--- src/rtl/pixel_config_pkg.sv ---
// Shared state encoding and fetch-condition helper for the pixel configuration serialiser.
package pixel_config_pkg;

    localparam logic [2:0] ST_IDLE_ENC     = 3'd0;
    localparam logic [2:0] ST_READ_ENC     = 3'd1;
    localparam logic [2:0] ST_LOAD_ENC     = 3'd2;
    localparam logic [2:0] ST_SHIFT_LO_ENC = 3'd3;
    localparam logic [2:0] ST_SHIFT_HI_ENC = 3'd4;
    localparam logic [2:0] ST_NEXT_ENC     = 3'd5;

    typedef enum logic [2:0] {
        ST_IDLE     = ST_IDLE_ENC,
        ST_READ     = ST_READ_ENC,
        ST_LOAD     = ST_LOAD_ENC,
        ST_SHIFT_LO = ST_SHIFT_LO_ENC,
        ST_SHIFT_HI = ST_SHIFT_HI_ENC,
        ST_NEXT     = ST_NEXT_ENC
    } state_t;

    // A new word may only be fetched when enabled, the FIFO has data and downstream is ready.
    function automatic logic fetch_ok(input logic start, input logic empty, input logic busy);
        return start & ~empty & ~busy;
    endfunction

endpackage

--- src/rtl/pixel_config_shifter.sv ---
// Word holding register, bit counter and MSB/LSB-first bit selection for the serialiser.
module pixel_config_shifter
    import pixel_config_pkg::*;
#(
    parameter int DATA_WIDTH      = 15,
    parameter int SHIFT_DIRECTION = 1,
    parameter int CNT_WIDTH       = 4
) (
    input  logic                  clk,
    input  logic                  rst,
    input  logic                  load,
    input  logic                  advance,
    input  logic [DATA_WIDTH-1:0] data_in,
    output logic [CNT_WIDTH-1:0]  bit_cnt,
    output logic                  next_bit
);

    logic [DATA_WIDTH-1:0] shreg_q, shreg_d;
    logic [CNT_WIDTH-1:0]  cnt_q, cnt_d;

    function automatic logic pick_bit(input logic [DATA_WIDTH-1:0] w,
                                      input logic [CNT_WIDTH-1:0]  c);
        logic b;
        b = 1'b0;
        for (int i = 0; i < DATA_WIDTH; i++) begin
            if (c == CNT_WIDTH'(i)) begin
                b = (SHIFT_DIRECTION != 0) ? w[DATA_WIDTH-1-i] : w[i];
            end
        end
        return b;
    endfunction

    always_comb begin
        shreg_d = shreg_q;
        cnt_d   = cnt_q;
        if (load) begin
            shreg_d = data_in;
            cnt_d   = '0;
        end else if (advance) begin
            cnt_d = cnt_q + CNT_WIDTH'(1);
        end
    end

    always_ff @(posedge clk) begin
        if (rst) begin
            shreg_q <= '0;
            cnt_q   <= '0;
        end else begin
            shreg_q <= shreg_d;
            cnt_q   <= cnt_d;
        end
    end

    assign bit_cnt = cnt_q;
    // Looks at next-cycle word/count so the registered S_DATA lines up with SHIFT_LO.
    assign next_bit = pick_bit(shreg_d, cnt_d);

endmodule

--- src/rtl/pixel_config_statemachine.sv ---
// FIFO-to-serial configuration shifter: reads one word, clocks it out on S_CLK/S_DATA.
// Optional macro PIXCFG_WORD_GAP_EN stretches the inter-word NEXT state to two cycles.
module pixel_config_statemachine
    import pixel_config_pkg::*;
#(
    parameter int DATA_WIDTH      = 15,
    parameter int SHIFT_DIRECTION = 1,
    parameter int CNT_WIDTH       = 4
) (
    input  logic                  CLK_IN,
    input  logic                  RESET,
    input  logic                  START,
    input  logic [DATA_WIDTH-1:0] DATA_IN,
    input  logic                  BUSY,
    input  logic                  EMPTY,
    output logic                  S_CLK,
    output logic                  S_DATA,
    output logic                  RD_FIFO
);

    state_t               state_q, state_d;
    logic                 s_clk_q, s_clk_d;
    logic                 s_data_q, s_data_d;
    logic                 rd_fifo_q, rd_fifo_d;
    logic [CNT_WIDTH-1:0] bit_cnt;
    logic                 next_bit;
    logic                 fetch;
`ifdef PIXCFG_WORD_GAP_EN
    logic                 gap_q, gap_d;
`endif

    assign fetch = fetch_ok(START, EMPTY, BUSY);

    pixel_config_shifter #(
        .DATA_WIDTH      (DATA_WIDTH),
        .SHIFT_DIRECTION (SHIFT_DIRECTION),
        .CNT_WIDTH       (CNT_WIDTH)
    ) u_shifter (
        .clk      (CLK_IN),
        .rst      (RESET),
        .load     (state_q == ST_LOAD),
        .advance  (state_q == ST_SHIFT_HI),
        .data_in  (DATA_IN),
        .bit_cnt  (bit_cnt),
        .next_bit (next_bit)
    );

    always_comb begin
        state_d = state_q;
`ifdef PIXCFG_WORD_GAP_EN
        gap_d   = 1'b0;
`endif
        case (state_q)
            ST_IDLE:     if (fetch) state_d = ST_READ;
            ST_READ:     state_d = ST_LOAD;
            ST_LOAD:     state_d = ST_SHIFT_LO;
            ST_SHIFT_LO: state_d = ST_SHIFT_HI;
            ST_SHIFT_HI: state_d = (bit_cnt < CNT_WIDTH'(DATA_WIDTH - 1)) ? ST_SHIFT_LO : ST_NEXT;
            ST_NEXT: begin
`ifdef PIXCFG_WORD_GAP_EN
                if (!gap_q) begin
                    gap_d   = 1'b1;
                    state_d = ST_NEXT;
                end else begin
                    state_d = fetch ? ST_READ : ST_IDLE;
                end
`else
                state_d = fetch ? ST_READ : ST_IDLE;
`endif
            end
            default:     state_d = ST_IDLE;
        endcase

        // Outputs are registered, so they are decoded from the state being entered.
        rd_fifo_d = (state_d == ST_READ);
        s_clk_d   = (state_d == ST_SHIFT_HI);
        case (state_d)
            ST_SHIFT_LO: s_data_d = next_bit;
            ST_SHIFT_HI: s_data_d = s_data_q;
            default:     s_data_d = 1'b0;
        endcase
    end

    always_ff @(posedge CLK_IN) begin
        if (RESET) begin
            state_q   <= ST_IDLE;
            s_clk_q   <= 1'b0;
            s_data_q  <= 1'b0;
            rd_fifo_q <= 1'b0;
`ifdef PIXCFG_WORD_GAP_EN
            gap_q     <= 1'b0;
`endif
        end else begin
            state_q   <= state_d;
            s_clk_q   <= s_clk_d;
            s_data_q  <= s_data_d;
            rd_fifo_q <= rd_fifo_d;
`ifdef PIXCFG_WORD_GAP_EN
            gap_q     <= gap_d;
`endif
        end
    end

    assign S_CLK   = s_clk_q;
    assign S_DATA  = s_data_q;
    assign RD_FIFO = rd_fifo_q;

endmodule

--- config.mk ---
export PLATFORM = sky130hd
export DESIGN_NAME = pixel_config_statemachine
export DESIGN_NICKNAME = d
export VERILOG_FILES = /design/src/rtl/pixel_config_pkg.sv /design/src/rtl/pixel_config_shifter.sv /design/src/rtl/pixel_config_statemachine.sv
export SDC_FILE = /design/constraint.sdc
export NUM_CORES = 1
export LEC_CHECK = 0
export BUFFER_PORTS_ARGS = -buffer_cell sky130_fd_sc_hd__buf_2
export CORE_MARGIN = 2
export CORE_UTILIZATION = 50
export DETAILED_ROUTE_END_ITERATION = 7
export PLACE_DENSITY = 0.7
export SLEW_MARGIN = 20
export SYNTH_ARGS = -nofsm -noshare
export SYNTH_HDL_FRONTEND = slang
export SYNTH_SLANG_ARGS = --single-unit
--- constraint.sdc ---
create_clock -name CLK_IN -period 5.3 [get_ports CLK_IN]
set_clock_uncertainty 0.15 [all_clocks]
set_input_delay 1.06 -clock CLK_IN [delete_from_list [all_inputs] [get_ports CLK_IN]]
set_output_delay 1.06 -clock CLK_IN [all_outputs]
set_load 0.03 [all_outputs]
==> results of run 1 <==
## path summary, 6_finish.rpt
kind                                end                  start  slack (ns)
hold reg to reg   u_shifter.shreg_q[13]  u_shifter.shreg_q[13]        0.32
hold / removal    u_shifter.shreg_q[13]  u_shifter.shreg_q[13]        0.32
setup / recovery                 S_DATA             state_q[1]        2.38
setup reg to reg                 S_DATA             state_q[1]        2.38
## power by group through the flow
stage               combinational (mW)  sequential, mW  clock, mW
finish                          0.0442           0.204     0.0886
global route                    0.0490           0.206      0.100
CTS                             0.0447           0.204     0.0897
detailed placement              0.0445           0.208          0
global placement                0.0431           0.207          0
floorplan                       0.0370           0.203          0
## registers in the layout (all words and copies together) (netlist names)
signal             flops
S_DATA                 1
S_CLK                  1
u_shifter.bit_cnt      4
u_shifter.shreg_q     15
state_q                3
RD_FIFO                1
## area by class of cell
cell class / count / area share
Timing Repair Buffer: 22 / 0.07489
Clock inverter: 1 / 0.005106
Sequential cell: 25 / 0.3404
Clock buffer: 3 / 0.01532
Multi-Input combinational cell: 121 / 0.5336
Tap cell: 30 / 0.02553
Inverter: 2 / 0.005106
## per-layer routing
metal  part of all wire  wire (um)  vias to the layer above
met1               0.49       1335                      561
met3              0.037        101                        4
met2               0.46       1262                       21
met4             0.0084         23                        0
li1                   -          -                      606
met5                  0          0                        -
## tightest hold or removal path, cell delays in order (launching register included)
cell	delay (ns)
sky130_fd_sc_hd__dfxtp_1	0.34
sky130_fd_sc_hd__nand2_1	0.05
sky130_fd_sc_hd__a21oi_1	0.05
## metrics by stage
step | cell area (um^2) | worst slack, ns | hold WS [ns] | power, mW
after floorplan | 1345 | 3.038 | 0.2832 | 0.2402
after global placement | 1434 | 2.206 | 0.2935 | 0.2506
after detailed placement | 1440 | 2.415 | 0.2984 | 0.2527
after CTS | 1470 | 2.391 | 0.3174 | 0.3386
after global routing | 1470 | 2.202 | 0.3325 | 0.3549
final | 1470 | 2.379 | 0.3176 | 0.3373
## cells by family after synthesis
group                      synth area share
muxes                               0.08372
AOI/OAI and AO/OA                    0.2391
and+or+nand+nor                      0.2400
DFF                                  0.3721
xor gates and xnor gates           0.006513
adders and majority gates          0.009301
buffers and inverters               0.04929
## cells in the mapped netlist, types with 2 or more instances
cell type                  number  area (um^2)
sky130_fd_sc_hd__mux2_2         2        22.52
sky130_fd_sc_hd__nor2_1        17        63.81
sky130_fd_sc_hd__nor3b_1        2        15.01
sky130_fd_sc_hd__or4_1          2        15.01
sky130_fd_sc_hd__nor2b_1        4        25.02
sky130_fd_sc_hd__a21oi_1       16        80.08
sky130_fd_sc_hd__nor3_1         2        10.01
sky130_fd_sc_hd__o21a_1         3        22.52
sky130_fd_sc_hd__a21o_1         2        15.01
sky130_fd_sc_hd__mux2i_1        9        90.09
sky130_fd_sc_hd__nand2_1       25        93.84
sky130_fd_sc_hd__and2_1         2        12.51
sky130_fd_sc_hd__a41oi_1        2        17.52
sky130_fd_sc_hd__o21ai_0        3        15.01
sky130_fd_sc_hd__dfxtp_1       25        500.5
sky130_fd_sc_hd__nand3_1        5        25.02
sky130_fd_sc_hd__o22a_1         2        17.52
sky130_fd_sc_hd__clkbuf_1       4        15.01
sky130_fd_sc_hd__buf_2          5        25.02
==> flow_summary.toml, run 1 <==
[hold_path]
worst_hold_path_type = "flop to flop"
hold_path_cell_cnt = 2

[yosys]
netlist_area_mm2 = 0.001345
yosysWarningCount = 0
synth-async-reset-ratio = 0
postSynth.topFlopCell = "sky130_fd_sc_hd__dfxtp_1"
synthesis.instances = 159
synth_enable_flop_cells = 0
synthDistinctLibCells = 46
ys_seq_area_frac = 0.3721
syn-mean-instance-area_um2 = 8.459
synth.net_count = 180
post_synthesis_register_bit_count = 25

[sta]
tns_ns = 0
slew_violations = 0
setup_viol = 0
fmax_mhz = 342.4
worst_pin_slew_ns = 0.7806
final-hold-violation-count = 0
finalCritPeriodShare = 0.5511
setup_repair_after_global_routing_missed_its_margin = "false"
max_slew_headroom_at_the_worst_pin = 0.4790
min_cycle_time_layout_ns = 2.921

[power_and_ir_drop]
cellLeakagePower_nw = 0.5436
power.share.switching = 0.2738
seq_power_share = 0.606
part_of_the_power_in_the_clock_network = 0.263
power.density_cell_area_mw_per_mm2 = 229.4
p_int_uw = 245.0
power_frac_comb = 0.131
net-switching-power_uw = 92.34
ir_worst_vdd_mv = 0.1700

[run_status]
status = "finished, final reports clean"

[cts]
tritoncts.num_buffers = 3
number_of_setup_buffers_added_after_cts = 0
cts.path.max_buffers = 2
post_cts_hold_buffer_count = 0
clk_latency_ns = 0.31
cts_repair_resize_count = 0
cts_max_level = 1
clk_root_buffer_cell = "sky130_fd_sc_hd__clkbuf_4"
cts_sinks = 25
tritoncts = "yes"
cts.reportedPaths.clkPinSlew_ns = 0.15

[placement]
placed_cells = 200
numPortBuffers = 22
detailedPlacementHpwl_um = 1961
final_estimated_routing_congestion_in_global_placement = 0.7540

[finish]
synthToLayoutAreaGrowth_pct = 9.302
layout_filler_cell_count = 228
fin_cells = 204
final_layout_size_suffix_gt1_frac = 0.2069
insertedDiodeCount = 0
mostFrequentLayoutCells = "25 x sky130_fd_sc_hd__dfxtp_1, 25 x sky130_fd_sc_hd__nand2_1, 22 x sky130_fd_sc_hd__buf_2"
nNetsFinal = 196
regArea_um2 = 500.5
multiInputGateArea_um2 = 784.5
finish.utilization = 0.5828

[global_route]
grtUsageMet2 = 0.2551
global_route.usage.total = 0.1726
first_global_vias = 959
largest_net_degree_at_the_start_of_global_routing = 25
grtUsageMet3 = 0.02326
total_overflow_reported_by_the_global_router = 0
number_of_antenna_violations_at_the_first_check_in_global_routing = 0
grt_util_met1 = 0.2536
grt_first_pass_wirelength_um = 4367
gr-max-usage-layer = "met2"

[floorplanning]
floorplan.initialDensity = 0.5332
chipHeight_um = 55.87
row_count = 18
die_x_um = 55.87
core_region_area_mm2 = 0.002522
ioPinCount = 23
die_area_mm2 = 0.003121

[detailed_routing]
wl_per_cell_um = 13.34
first_iter_violations = 22
post-route-drc-count = 0
dr_total_vias = 1192
drt_pass1_iterations = 4
route.detailed.vias_per_inst = 5.843
postRouteWirelength_um = 2722
final_antenna_net_count = 0

[job]
number_of_max_capacitance_violations_reported = 0

[worst_setup_path]
critical_path.n_buffers_inverters = 0
crit_fanout = 23
critical_path_start_type = "flop"
critPathMaxStageDelay_ns = 0.80
worst-setup-path-type = "flop to flop"
crit_cells = 5
slowest_stage = "sky130_fd_sc_hd__dfxtp_1"
critPathArrivalTime_ns = 2.99
timing.critical_path.max_delay_family = "flip-flops"
ff2ff_path_depth = 5
cp_data_required_time_ns = 5.37
worstSetupEndpointType = "flop"
crit_chain = "nor3b_4, mux2i_1, o22ai_1, a2111oi_0, o41ai_2"
Note: power is estimated with default switching activity, not from simulation.
==> run 2, diff against run 1 <==
Settings changed: CORE_UTILIZATION 50 to 49, PLACE_DENSITY 0.7 to 0.72.
Clock period 5.3 ns to 2.5 ns, I/O delays scaled along.
==> run 2 against run 1 <==
Net effect: clock power grew 110%; non-clock buffer count grew 9; critical path depth is 1 higher; worst hold slack worse by 0.076 ns; die area rose by 1.9%.
==> flow_summary.toml, run 2 (synthesized netlist as in run 1, its figures left out) <==
[run_status]
status = "finished, final reports clean"

[detailed_routing]
postRouteWirelength_um = 2918
first_iter_violations = 34
post-route-drc-count = 0
wl_per_cell_um = 13.70
drt_pass1_iterations = 4
dr_total_vias = 1211
route.detailed.vias_per_inst = 5.685
final_antenna_net_count = 0

[power_and_ir_drop]
total_power_uw = 718.9
power.density_cell_area_mw_per_mm2 = 469.4
cellLeakagePower_nw = 0.5980
ir_worst_vdd_mv = 0.4566

[cts]
number_of_setup_buffers_added_after_cts = 0
clk_latency_ns = 0.32
tritoncts.num_buffers = 3
cts_repair_resize_count = 0
tritoncts = "yes"
post_cts_hold_buffer_count = 0
clk_root_buffer_cell = "sky130_fd_sc_hd__clkbuf_4"
cts_sinks = 25
cts_max_level = 1
cts.path.max_buffers = 2
cts.reportedPaths.clkPinSlew_ns = 0.14

[sta]
max_slew_headroom_at_the_worst_pin = 0.7169
setup_repair_after_global_routing_missed_its_margin = "false"
tns_ns = 0
final-hold-violation-count = 0
fmax_mhz = 425.8
slew_violations = 0
min_cycle_time_layout_ns = 2.348
finalCritPeriodShare = 0.9394
post-route-worst-setup-slack_ns = 0.1515
worst_pin_slew_ns = 0.4236
hold-worst-slack_ns = 0.2412
setup_viol = 0

[worst_setup_path]
timing.reg2reg.setup_slack_ns = 0.15
critPathMaxStageDelay_ns = 0.43
timing.critical_path.max_delay_family = "compound AO/OA/AOI/OAI gates"
crit_fanout = 9
critPathArrivalTime_ns = 2.44
cp_data_required_time_ns = 2.59
worst-setup-path-type = "flop to flop"
ff2ff_path_depth = 6
slowest_stage = "sky130_fd_sc_hd__dfxtp_1"
crit_chain = "a21o_1, a211oi_4, mux2_2, o221ai_2, a221oi_1, o41ai_2"
critical_path_start_type = "flop"
reg2reg_capture_point = "S_DATA"
worstSetupEndpointType = "flop"
critical_path.n_buffers_inverters = 0
critical_path.reg2reg.startpoint = "state_q[0]"

[placement]
final_estimated_routing_congestion_in_global_placement = 0.8555
numPortBuffers = 22
placed_instance_area_mm2 = 0.001501
detailedPlacementHpwl_um = 2182
dp_slack_ns = 0.1380

[global_route]
total_overflow_reported_by_the_global_router = 0
first_global_vias = 1137
global_route.usage.total = 0.2014
largest_net_degree_at_the_start_of_global_routing = 25
number_of_antenna_violations_at_the_first_check_in_global_routing = 0
grt_first_pass_wirelength_um = 5078

[finish]
most_flops_register = "u_shifter.shreg_q"
max_reg_flops = 15
finish.instance_area_mm2 = 0.001531
final_common_cell = "sky130_fd_sc_hd__nand2_1"
insertedDiodeCount = 0
layout_filler_cell_count = 254
multiInputGateArea_um2 = 779.5
synthToLayoutAreaGrowth_pct = 13.86
final_layout_size_suffix_gt1_frac = 0.2514
mostFrequentLayoutCells = "25 x sky130_fd_sc_hd__nand2_1, 24 x sky130_fd_sc_hd__dfxtp_1, 22 x sky130_fd_sc_hd__buf_2"
nNetsFinal = 205
regArea_um2 = 501.7

[floorplanning]
chipHeight_um = 56.39
die_x_um = 56.39
die_area_mm2 = 0.003180
row_count = 18
ioPinCount = 23
core_region_area_mm2 = 0.002545
floorplan.initialDensity = 0.5285

[hold_path]
worst_hold_path_type = "input port to flop"
hold_path_cell_cnt = 3
min-delay-start = "DATA_IN[13]"
hold-path-endpoint = "u_shifter.shreg_q[13]"

[job]
number_of_max_capacitance_violations_reported = 0
[run 2: cell types whose count changed in the layout (fill, tap and decap cells not counted)]
| cell | previous run | this run |
|---|---|---|
| sky130_fd_sc_hd__a2111oi_0 | 1 | 0 |
| sky130_fd_sc_hd__nor3b_4 | 1 | 0 |
| sky130_fd_sc_hd__clkinv_2 | 0 | 1 |
| sky130_fd_sc_hd__a2111oi_1 | 0 | 1 |
| sky130_fd_sc_hd__dfxtp_1 | 25 | 24 |
| sky130_fd_sc_hd__clkinvlp_4 | 1 | 0 |
| sky130_fd_sc_hd__buf_4 | 0 | 9 |
| sky130_fd_sc_hd__dfxtp_2 | 0 | 1 |
| sky130_fd_sc_hd__nor3b_2 | 0 | 1 |
[run 2: metrics by stage]
stage	utilization	std cells
6_report	0.6018	213
3_5_place_dp	0.5900	209
5_1_grt	0.6018	213
3_3_place_gp	0.5900	209
2_1_floorplan	-	159
4_1_cts	0.6008	213
[run 2: worst max-delay path by stage]
stage	from	endpoint	cells past startpoint	slack [ns]
5_1_grt	u_shifter.bit_cnt[0]	S_DATA	8	0.002
2_1_floorplan	state_q[1]	S_DATA	8	0.29
3_5_place_dp	state_q[2]	S_DATA	6	0.14
3_3_place_gp	state_q[0]	S_DATA	6	0.18
6_report	state_q[0]	S_DATA	6	0.15
4_1_cts	u_shifter.bit_cnt[0]	S_DATA	8	0.12
[run 2: worst register-to-register path, stage by stage, from the launching register on]
cell and delay (ns):
sky130_fd_sc_hd__dfxtp_1 0.43, sky130_fd_sc_hd__a21o_1 0.26, sky130_fd_sc_hd__a211oi_4 0.42, sky130_fd_sc_hd__mux2_2 0.39
sky130_fd_sc_hd__o221ai_2 0.17, sky130_fd_sc_hd__a221oi_1 0.12, sky130_fd_sc_hd__o41ai_2 0.33
[run 2: where the power goes]
part / switching, mW / total, mW / internal [mW]
clock network: 0.122 / 0.182 / 0.0600
logic: 0.0615 / 0.112 / 0.0504
registers: 0.0106 / 0.424 / 0.414
[run 2: routing by layer]
layer / track usage / wire length, um / up-vias
met1: 0.2582 / 1312 / 554
li1: - / - / 622
met4: 0.09184 / 63 / 0
met2: 0.3345 / 1433 / 28
met3: 0.02765 / 108 / 7
met5: 0 / 0 / -
[run 2: final cells by class]
class / count / area share
multi-input cells: 121 / 0.5090
well taps: 30 / 0.02451
clock buffers: 3 / 0.01471
repair buffers: 31 / 0.1160
inverters: 2 / 0.004902
flip-flops and latches: 25 / 0.3276
clock inverters: 1 / 0.003268
==> run 3, diff against run 2 <==
Settings changed: CAP_MARGIN from default to 20, CORE_ASPECT_RATIO from default to 0.5.
==> run 3 against run 2 <==
Net effect: sequential cell count unchanged; total power increased by 9.9%; utilization increased by 0.35 points; worst hold slack improved by 0.064 ns; global-route usage decreased by 0.84 points; routed wire length increased by 2.7%; count of clock-buffer cells in the layout unchanged; largest cell class unchanged.
==> flow_summary.toml, run 3 (synthesized netlist as in run 1, its figures left out) <==
[sta]
setup_repair_after_global_routing_missed_its_margin = "false"
worst_pin_slew_ns = 0.4734
finalCritPeriodShare = 0.9385
max_slew_headroom_at_the_worst_pin = 0.6837
min_cycle_time_layout_ns = 2.346
tns_ns = 0
setup_viol = 0
final-hold-violation-count = 0
fmax_mhz = 426.2
slew_violations = 0

[worst_setup_path]
cp_data_required_time_ns = 2.53
critical_path.reg2reg.startpoint = "state_q[0]"
ff2ff_path_depth = 6
reg2reg_capture_point = "S_DATA"
slowest_stage = "sky130_fd_sc_hd__dfxtp_1"
worst-setup-path-type = "flop to flop"
critical_path.n_buffers_inverters = 0
worstSetupEndpointType = "flop"
critPathMaxStageDelay_ns = 0.43
timing.critical_path.max_delay_family = "compound AO/OA/AOI/OAI gates"
critPathArrivalTime_ns = 2.38
timing.reg2reg.setup_slack_ns = 0.15
critical_path_start_type = "flop"
crit_chain = "a21o_1, a211oi_4, mux2_2, o221ai_2, a221oi_1, o41ai_2"
crit_fanout = 11

[detailed_routing]
final_antenna_net_count = 0
detailroute.wirelength.met3_um = 162
wl_met1_um = 1545
dr_total_vias = 1195
postRouteWirelength_um = 2997
topRoutingLayerUsed = "met4"
wl_met2_um = 1277
post-route-drc-count = 0
wl_per_cell_um = 13.68
drt_pass1_iterations = 4
route.detailed.vias_per_inst = 5.457
first_iter_violations = 63

[floorplanning]
chipHeight_um = 41.05
die_area_mm2 = 0.003205
ioPinCount = 23
core_region_area_mm2 = 0.002603
die_x_um = 78.10
floorplan.initialDensity = 0.5168
row_count = 13

[global_route]
global_route.usage.total = 0.1930
first_global_vias = 969
largest_net_degree_at_the_start_of_global_routing = 25
number_of_antenna_violations_at_the_first_check_in_global_routing = 0
grt_first_pass_wirelength_um = 4643
total_overflow_reported_by_the_global_router = 0

[hold_path]
min-delay-start = "DATA_IN[5]"
hold_path_cell_cnt = 3
hold-path-endpoint = "u_shifter.shreg_q[5]"
worst_hold_path_type = "input port to flop"

[cts]
tritoncts.num_buffers = 3
number_of_setup_buffers_added_after_cts = 0
clk_root_buffer_cell = "sky130_fd_sc_hd__clkbuf_8"
cts_repair_resize_count = 0
clk_latency_ns = 0.27
cts.reportedPaths.clkPinSlew_ns = 0.09
cts_max_level = 1
cts.path.max_buffers = 2
post_cts_hold_buffer_count = 0
tritoncts = "yes"
cts_sinks = 25

[placement]
detailedPlacementHpwl_um = 2190
final_estimated_routing_congestion_in_global_placement = 0.8019
numPortBuffers = 22
placed_instance_area_mm2 = 0.001515

[power_and_ir_drop]
ir_worst_vdd_mv = 0.4927
power.density_cell_area_mw_per_mm2 = 501.6
cellLeakagePower_nw = 0.6061

[run_status]
status = "finished, final reports clean"

[finish]
final_layout_size_suffix_gt1_frac = 0.2473
finish.instance_area_mm2 = 0.001575
max_reg_flops = 15
final_common_cell = "sky130_fd_sc_hd__nand2_1"
insertedDiodeCount = 0
synthToLayoutAreaGrowth_pct = 17.12
most_flops_register = "u_shifter.shreg_q"
mostFrequentLayoutCells = "25 x sky130_fd_sc_hd__nand2_1, 24 x sky130_fd_sc_hd__dfxtp_1, 22 x sky130_fd_sc_hd__buf_2"
nNetsFinal = 204

[job]
number_of_max_capacitance_violations_reported = 0
-- run 3: cell types whose count changed in the layout (fill, tap and decap cells not counted) --
cell                       change
sky130_fd_sc_hd__buf_12        +1
sky130_fd_sc_hd__a211oi_2      -1
sky130_fd_sc_hd__clkbuf_4      -3
sky130_fd_sc_hd__clkinv_2      -1
sky130_fd_sc_hd__inv_6         +1
sky130_fd_sc_hd__buf_4         -2
sky130_fd_sc_hd__a211oi_4      +1
sky130_fd_sc_hd__clkbuf_8      +3
-- run 3: cell type report --
class | count | area [um^2]
Tap cell | 37 | 46.29
Inverter | 2 | 7.507
Multi-Input combinational cell | 121 | 787.0
Timing Repair Buffer | 30 | 182.7
Sequential cell | 25 | 501.7
Clock buffer | 3 | 41.29
Fill cell | 238 | 1027
Clock inverter | 1 | 8.758
-- run 3: tightest hold or removal path, delay by kind of cell --
family          cells  cell delay [ns]
buf+inv             1             0.09
compound gates      1             0.05
simple gates        1             0.05
-- run 3: layer usage --
layer,up-vias,track usage
met5,-,0
met4,0,0.04825
met3,2,0.04626
met2,24,0.3082
met1,552,0.2682
li1,617,-
-- run 3: through the flow --
step,instances,hold WS (ns),power (mW),util,setup slack [ns]
after floorplan,159,0.2832,0.5093,-,0.2913
after global placement,215,0.2946,0.5452,0.5822,0.1370
after detailed placement,215,0.3021,0.5471,0.5822,0.09799
after CTS,219,0.3047,0.7972,0.6014,0.06019
after global routing,219,0.2997,0.8339,0.6053,0.02273
final,219,0.3056,0.7902,0.6053,0.1538
-- run 3: worst max path at each step --
| stage | to | cells past startpoint | slack [ns] | startpoint |
|---|---|---|---|---|
| floorplan | S_DATA | 8 | 0.29 | state_q[1] |
| global placement | S_DATA | 8 | 0.14 | u_shifter.bit_cnt[0] |
| detailed placement | S_DATA | 8 | 0.1 | u_shifter.bit_cnt[0] |
| CTS | S_DATA | 8 | 0.06 | u_shifter.bit_cnt[0] |
| global route | S_DATA | 8 | 0.02 | state_q[1] |
| finish | S_DATA | 6 | 0.15 | state_q[0] |
-- run 3: where the power goes --
part | internal (mW) | switching, mW | total (mW)
clock | 0.117 | 0.134 | 0.251
combinational | 0.0521 | 0.0630 | 0.115
sequential | 0.413 | 0.0107 | 0.424
total | 0.582 | 0.208 | 0.790
